## config.mk

```make
export PLATFORM = sky130hd
export DESIGN_NAME = hex_pager
export DESIGN_NICKNAME = d
export VERILOG_FILES = /design/src/rtl/hex_pager.sv
export SDC_FILE = /design/constraint.sdc
export NUM_CORES = 1
export LEC_CHECK = 0
export BUFFER_PORTS_ARGS = -buffer_cell sky130_fd_sc_hd__buf_2
export CAP_MARGIN = 25
export CORE_ASPECT_RATIO = 0.8
export CORE_MARGIN = 2
export CORE_UTILIZATION = 60
export CTS_CLUSTER_SIZE = 8
export DETAILED_ROUTE_END_ITERATION = 12
export PLACE_DENSITY = 0.83
export SYNTH_ARGS = -nofsm -noshare
export SYNTH_HDL_FRONTEND = slang
export SYNTH_SLANG_ARGS = --single-unit
```

## constraint.sdc

```tcl
create_clock -name CLK -period 7.03 [get_ports CLK]
set_input_delay 0.703 -clock CLK [delete_from_list [all_inputs] [get_ports CLK]]
set_output_delay 0.703 -clock CLK [all_outputs]
set_load 0.005 [all_outputs]
```

## src/rtl/hex_pager.sv

```systemverilog
// hex_pager: shows a 32-bit debug word on four active-low seven-segment
// digits. The upper and lower halfwords take turns on a page timer. HOLD
// freezes the captured word, and CHANGED pulses when the captured word changes.
module hex_pager #(
  parameter int PAGE_CYCLES = 50000000
) (
  input  logic        CLK,
  input  logic        RST,
  input  logic [31:0] DIN,
  input  logic [9:0]  SEL,
  input  logic        HOLD,
  output logic [6:0]  HEX0,
  output logic [6:0]  HEX1,
  output logic [6:0]  HEX2,
  output logic [6:0]  HEX3,
  output logic        PAGE,
  output logic        CHANGED
);

  localparam int unsigned TW = (PAGE_CYCLES > 1) ? $clog2(PAGE_CYCLES) : 1;
  localparam logic [TW-1:0] TMR_LAST = TW'(PAGE_CYCLES - 1);

  typedef enum logic {
    PG_UPPER = 1'b0,
    PG_LOWER = 1'b1
  } page_e;

  logic [31:0]      val_q, val_d;
  logic [9:0]       sel_q, sel_d;
  logic [TW-1:0]    tmr_q, tmr_d;
  page_e            page_q, page_d;
  logic [3:0][6:0]  hex_q, hex_d;
  logic             changed_q, changed_d;

  logic        sel_valid, sel_chg, capture, shown_valid;
  logic [15:0] shown;

  function automatic logic [6:0] seg7(input logic [3:0] n);
    logic [6:0] s;
    unique case (n)
      4'h0: s = 7'h40;  4'h1: s = 7'h79;  4'h2: s = 7'h24;  4'h3: s = 7'h30;
      4'h4: s = 7'h19;  4'h5: s = 7'h12;  4'h6: s = 7'h02;  4'h7: s = 7'h78;
      4'h8: s = 7'h00;  4'h9: s = 7'h10;  4'hA: s = 7'h08;  4'hB: s = 7'h03;
      4'hC: s = 7'h46;  4'hD: s = 7'h21;  4'hE: s = 7'h06;  default: s = 7'h0E;
    endcase
    return s;
  endfunction

  // Next-state logic for capture, the page timer and the registered digit decode.
  always_comb begin
    val_d     = val_q;
    sel_d     = SEL;
    tmr_d     = tmr_q;
    page_d    = page_q;
    changed_d = 1'b0;
    hex_d     = '1;

    sel_valid = $onehot(SEL);
    sel_chg   = (SEL != sel_q);
    capture   = !HOLD || sel_chg;

    if (capture) begin
      val_d     = DIN;
      changed_d = (DIN != val_q);
    end

    if (sel_chg || !sel_valid) begin
      tmr_d  = '0;
      page_d = PG_UPPER;
    end else if (tmr_q == TMR_LAST) begin
      tmr_d  = '0;
      page_d = page_e'(~page_q);
    end else begin
      tmr_d = tmr_q + 1'b1;
    end

    // The decode runs one stage behind VAL/PAGE. Blanking therefore keys
    // off the registered select, so it lines up with the word it gates.
    shown_valid = $onehot(sel_q);
    shown       = (page_q == PG_LOWER) ? val_q[15:0] : val_q[31:16];
    for (int unsigned i = 0; i < 4; i++) begin
      hex_d[i] = shown_valid ? seg7(shown[4*i +: 4]) : '1;
    end
  end

  // State register with synchronous reset.
  always_ff @(posedge CLK) begin
    if (RST) begin
      val_q     <= '0;
      sel_q     <= '0;
      tmr_q     <= '0;
      page_q    <= PG_UPPER;
      hex_q     <= '1;
      changed_q <= 1'b0;
    end else begin
      val_q     <= val_d;
      sel_q     <= sel_d;
      tmr_q     <= tmr_d;
      page_q    <= page_d;
      hex_q     <= hex_d;
      changed_q <= changed_d;
    end
  end

  assign HEX0    = hex_q[0];
  assign HEX1    = hex_q[1];
  assign HEX2    = hex_q[2];
  assign HEX3    = hex_q[3];
  assign PAGE    = (page_q == PG_LOWER);
  assign CHANGED = changed_q;

endmodule

```

## Word level (Yosys, flattened, before mapping)

Memories as Yosys holds them, arrays and structs flattened. A register that Yosys moved wholly into a read port is not among the register bits.
Index checks and enable logic that the tools add are counted.

- Register bits after elaboration: 70
- Latch bits: 0
- Memory bits (writable): 0
- ROM bits: 448
- Input bits: 45
- Output and inout bits: 30
- Word-level logic and storage cells: 45
- Memories: 4

- $add $sub $neg: 19
- Multiply operators: 0
- Div/mod/pow operators: 0
- $lt $le $gt $ge: 0
- Equal/unequal tests: 5
- Shifts and indexed selects: 0
- Muxes and demuxes: 1
- Bitwise gates (word level): 3
- Reduce and logical (&&, ||, !) cells: 8

Memories:

| memory | words | width | read ports | clocked after memory_dff | wr ports | RTL line | text |
|---|---|---|---|---|---|---|---|
| (no name shown) | 16 | 7 | 1 | 1 | 0 | 40 | `unique case (n)` |
| (no name shown) | 16 | 7 | 1 | 1 | 0 | 40 |  |
| (no name shown) | 16 | 7 | 1 | 1 | 0 | 40 |  |
| (no name shown) | 16 | 7 | 1 | 1 | 0 | 40 |  |

Operator list:

| operator | count |
|---|---|
| $ne A32 B32 Y1 | 1 |
| $add A26 B1 Y26 const B | 1 |
| $eq A26 B26 Y1 const B | 1 |
| $add A1 B1 Y2 | 10 |
| $mux W16 | 1 |
| $add A2 B2 Y3 | 4 |
| $ne A10 B10 Y1 | 1 |
| $add A3 B3 Y4 | 2 |
| $add A4 B2 Y4 | 2 |
| $eq A4 B1 Y1 const B | 2 |
| $reduce_or A2 Y1 | 3 |
| $not A1 Y1 | 3 |
| $reduce_or A3 Y1 | 1 |
| $logic_not A1 Y1 | 2 |
| $logic_or A1 B1 Y1 | 2 |

## Longest topological paths before layout

- Depth after elaboration: 8
- Depth in mapped cells: 14
- Depth with buffers taken out: 12

## Worst setup path before layout

OpenSTA, ideal clock, no wires.

- Path type: input port to flip-flop
- Start point: input port SEL[0]
- End point: register tmr_q[12]
- Library setup time: 0.066 ns
- Data arrival time: 4.007 ns
- Data required time: 6.964 ns
- Setup slack: 2.957 ns
- Stages: 14
- Path buffers: 2
- Path through: fa_1 fa_1 inv_1 fa_1 inv_1 ha_1 inv_1 fa_1 a2111oi_0 a21oi_1 or4b_1 buf_6 buf_6 nor2_1

- Cells in the longest elaborated chain, start to end: 8
- Elaborated cells on any way between the ends: 9
- Classes of those cells: 4 x add/sub; 2 x eq/ne; 3 x reduce/logical

Ends and longest elaborated chain:

| element | RTL line | text |
|---|---|---|
| start, declared | 10 | `input logic [9:0] SEL,` |
| $add A1 B1 Y2 (not written as such) | 58 | `sel_valid = $onehot(SEL);` |
| $add A2 B2 Y3 (not written as such) | 58 |  |
| $add A3 B3 Y4 (not written as such) | 58 |  |
| $add A4 B2 Y4 (not written as such) | 58 |  |
| $eq A4 B1 Y1 | 58 |  |
| $logic_not A1 Y1 | 67 | `if (sel_chg \|\| !sel_valid) begin` |
| $logic_or A1 B1 Y1 (*) | 67 |  |
| $reduce_or A3 Y1 (no source line) (*) | -- |  |
| end signal, assigned | 98 | `tmr_q <= tmr_d;` |
| end, declared | 30 | `logic [TW-1:0] tmr_q, tmr_d;` |

Mark *: on every way between the ends. The rest lies on a longest branch, timed or not.
A chain may end at the register's enable or synchronous reset.

## Final worst setup path

Ends and elaborated chain as after synthesis.

==> impl_metrics.ini <==
[cells_and_area]
fillers = 633
n_antenna_cell = 0
drive_above_1_share = 0.192
final_cell_mix = dfxtp_1 (98), buf_2 (75), nor2_1 (71), mux2i_1 (53), xor2_1 (53)
synthToLayoutAreaGrowth_pct = 12.4
final_nets = 696
layout_commonest_cell = dfxtp_1

[synthesis]
syn-cell-area_um2 = 5290
yosys_warnings = 0
ys_types = 44
syn_inst = 539
syn-mean-instance-area_um2 = 9.82
seq_area_frac_synth = 0.371
syn_nets = 625
synth-seq-cells = 98

[die]
die_h_um = 88.0
start_util = 0.621
coreArea_um2 = 8520
io_pins = 75
num_rows = 30
die_area_um2 = 9590
die_w_um = 109

[clock_tree]
cts_sinks = 98
clk_latency_ns = 0.37
clk_path_buf_depth = 2
clk_pin_slew_worst_paths_ns = 0.10
cts_made_buffers = 9
cts_tree = done
cts-root-buf = clkbuf_8
post_cts_buffers = 0
ctsHtreeMaxLevel = 3
cts_resized = 0
postCtsHoldBufs = 0

[sta]
hold_viol = 0
whs_ns = 0.472
setup_viol = 0
min_period_ns = 4.31
worst_slew_pin_slew_ns = 0.869
setup_tns_ns = 0
slew_headroom = 0.420
fmax_ghz = 0.232
rsz0062_at_grt = no
layout_setup_ws_ns = 2.72
fin_crit_sh = 0.613
drv_slew = 0
fin_skew_ns = 0.0133

[detailed_routing]
drt-pass1-iter-count = 4
vias_per_cell = 5.49
post_drt_wl_per_cell_um = 14.8
drt_iter0_markers = 217
wirelength_um = 10800
ant_nets = 0
via_count = 3991
drc_errors = 0

[power_and_ir_drop]
leakage_uw = 0.00265
power_frac_clock = 0.307
pwr-share-seq = 0.500
switchingPower_uw = 362
powerDensity_nw_per_um2 = 209
p_total_uw = 1240
p_int_uw = 883
p_sw_frac = 0.291
peakVddDrop_v = 0.000144
p_comb_frac = 0.193

[global_routing]
grt_max_degree = 46
antenna_found_initial = 0
grt_use_total = 0.239
grt-ovfl-total = 0
grt_first_pass_wirelength_um = 18100
grt_pass1_vias = 3899

[placement]
dp_hpwl_um = 8120
numPortBuffers = 74
pre_cts_ws_ns = 2.35
gp_congestion = 0.869

[critical_path]
critPathLaunchType = input port
crit_path_cell_trace = buf_2 -> fa_1 -> fa_1 -> inv_1 -> fa_1 -> inv_1 -> ha_1 -> inv_1 -> fa_1 -> a2111oi_0 -> a21oi_1 -> or4b_1 -> nor2_1
critPathMaxStageDelay_ns = 0.94
cp_max_fo = 26
worstPathRequired_ns = 7.32
crit_buf_inv = 4
worst-setup-path-type = in -> reg
arrival_ns = 4.60
slowest_stage = or4b_1
path_common_cell = fa_1
endpoint_kind = flip-flop
crit_family = adder cells

[job]
maxCapViolCount = 0

[outcome]
status = finished clean

[worst_hold_path]
min_path_type = reg -> reg
through the flow:
| stage | std cells | instance area, um2 | utilization |
|---|---|---|---|
| 2_1_floorplan | 539 | 5290 | - |
| 3_3_place_gp | 710 | 5730 | 0.673 |
| 3_5_place_dp | 711 | 5740 | 0.673 |
| 4_1_cts | 727 | 5950 | 0.698 |
| 5_1_grt | 727 | 5950 | 0.698 |
| 6_report | 727 | 5950 | 0.698 |
worst reg2reg max path, cell delays in order, from the launching register on:
cell and delay, ns:
dfxtp_1 0.41, fa_1 0.49, fa_1 0.53, inv_1 0.05, fa_1 0.42, inv_1 0.06
ha_1 0.17, inv_1 0.06, fa_1 0.39, a2111o_1 0.41, a211oi_2 0.18, buf_4 0.32
o311ai_0 0.24
power by group through the flow:
stage	Sequential (uW)	Combinational, uW	Clock, uW
floorplan	638	144	0
global placement	633	228	0
finish	622	240	382
global route	628	272	410
detailed placement	635	241	0
CTS	623	243	391
cell type report:
cell class                      count  area [um2]  share of cell area
Tap cell                          112         140              0.0236
Sequential cell                    98        1960               0.330
Timing Repair Buffer               78         398              0.0669
Inverter                           36         135              0.0227
Clock inverter                      7        86.3              0.0145
Multi-Input combinational cell    387        3100               0.522
Clock buffer                        9         124              0.0208
flip-flops by register name, indices dropped and copies added (netlist names), 7 cells and up:
name / count
HEX2: 7
tmr_q: 26
HEX0: 7
HEX3: 7
HEX1: 7
sel_q: 10
val_q: 32
worst paths after layout:
path              startpoint        end  slack [ns]  cells after the start
setup / recovery      SEL[0]  tmr_q[12]        2.72                     13
hold / removal      tmr_q[0]   tmr_q[0]        0.47                      1
setup reg to reg    sel_q[1]    HEX0[1]        3.15                     12
hold reg to reg     tmr_q[0]   tmr_q[0]        0.47                      1
cells by family after synthesis:
kind of cell,Yosys count,share of synthesized area
simple gates,167,0.158
flops,98,0.371
mux,70,0.145
xor+xnor,67,0.111
buf+inv,54,0.0437
compound gates,42,0.0577
fa+ha+maj,41,0.114
per-layer routing:
layer | share of wire | up-vias | global-route usage
li1 | - | 1983 | -
met1 | 0.46 | 1916 | 0.314
met2 | 0.48 | 85 | 0.395
met3 | 0.050 | 7 | 0.0670
met4 | 0.0071 | 0 | 0.0536
met5 | 0 | - | 0
cell usage after synthesis:
| master | number | share of area |
|---|---|---|
| buf_1 | 1 | 0.00071 |
| nor2b_1 | 9 | 0.011 |
| a2111oi_0 | 1 | 0.0017 |
| o22ai_1 | 4 | 0.0047 |
| mux2i_1 | 53 | 0.10 |
| fa_1 | 12 | 0.045 |
| o221ai_1 | 12 | 0.020 |
| mux2_2 | 13 | 0.028 |
| nand2_1 | 24 | 0.017 |
| nor2_1 | 71 | 0.050 |
| xor2_1 | 53 | 0.088 |
| o211ai_1 | 5 | 0.0071 |
| o311ai_0 | 2 | 0.0033 |
| nand4bb_1 | 1 | 0.0021 |
| a21boi_0 | 1 | 0.0014 |
| nand3_2 | 1 | 0.0019 |
| o32a_1 | 1 | 0.0019 |
| mux4_2 | 4 | 0.017 |
| nor3_1 | 2 | 0.0019 |
| dfxtp_1 | 98 | 0.37 |
| nand2b_1 | 6 | 0.0071 |
| buf_6 | 3 | 0.0064 |
| clkbuf_1 | 9 | 0.0064 |
| nand4b_1 | 1 | 0.0017 |
| xnor2_1 | 14 | 0.023 |
| ha_1 | 29 | 0.069 |
| nor4_1 | 11 | 0.013 |
| o21ai_0 | 8 | 0.0076 |
| and3_1 | 7 | 0.0083 |
| inv_1 | 36 | 0.026 |
| nor4_2 | 2 | 0.0047 |
| a2111o_1 | 1 | 0.0021 |
| or4b_1 | 1 | 0.0019 |
| nor4bb_1 | 1 | 0.0019 |
| or2_2 | 1 | 0.0012 |
| and2_1 | 1 | 0.0012 |
| a21oi_1 | 6 | 0.0057 |
| nand4_1 | 9 | 0.011 |
| buf_2 | 5 | 0.0047 |
| or4_1 | 1 | 0.0014 |
| nor4b_2 | 1 | 0.0028 |
| nand3_1 | 14 | 0.013 |
| and4_1 | 3 | 0.0050 |
| a211oi_2 | 1 | 0.0024 |
No activity file was read; power rests on OpenSTA's default activity.
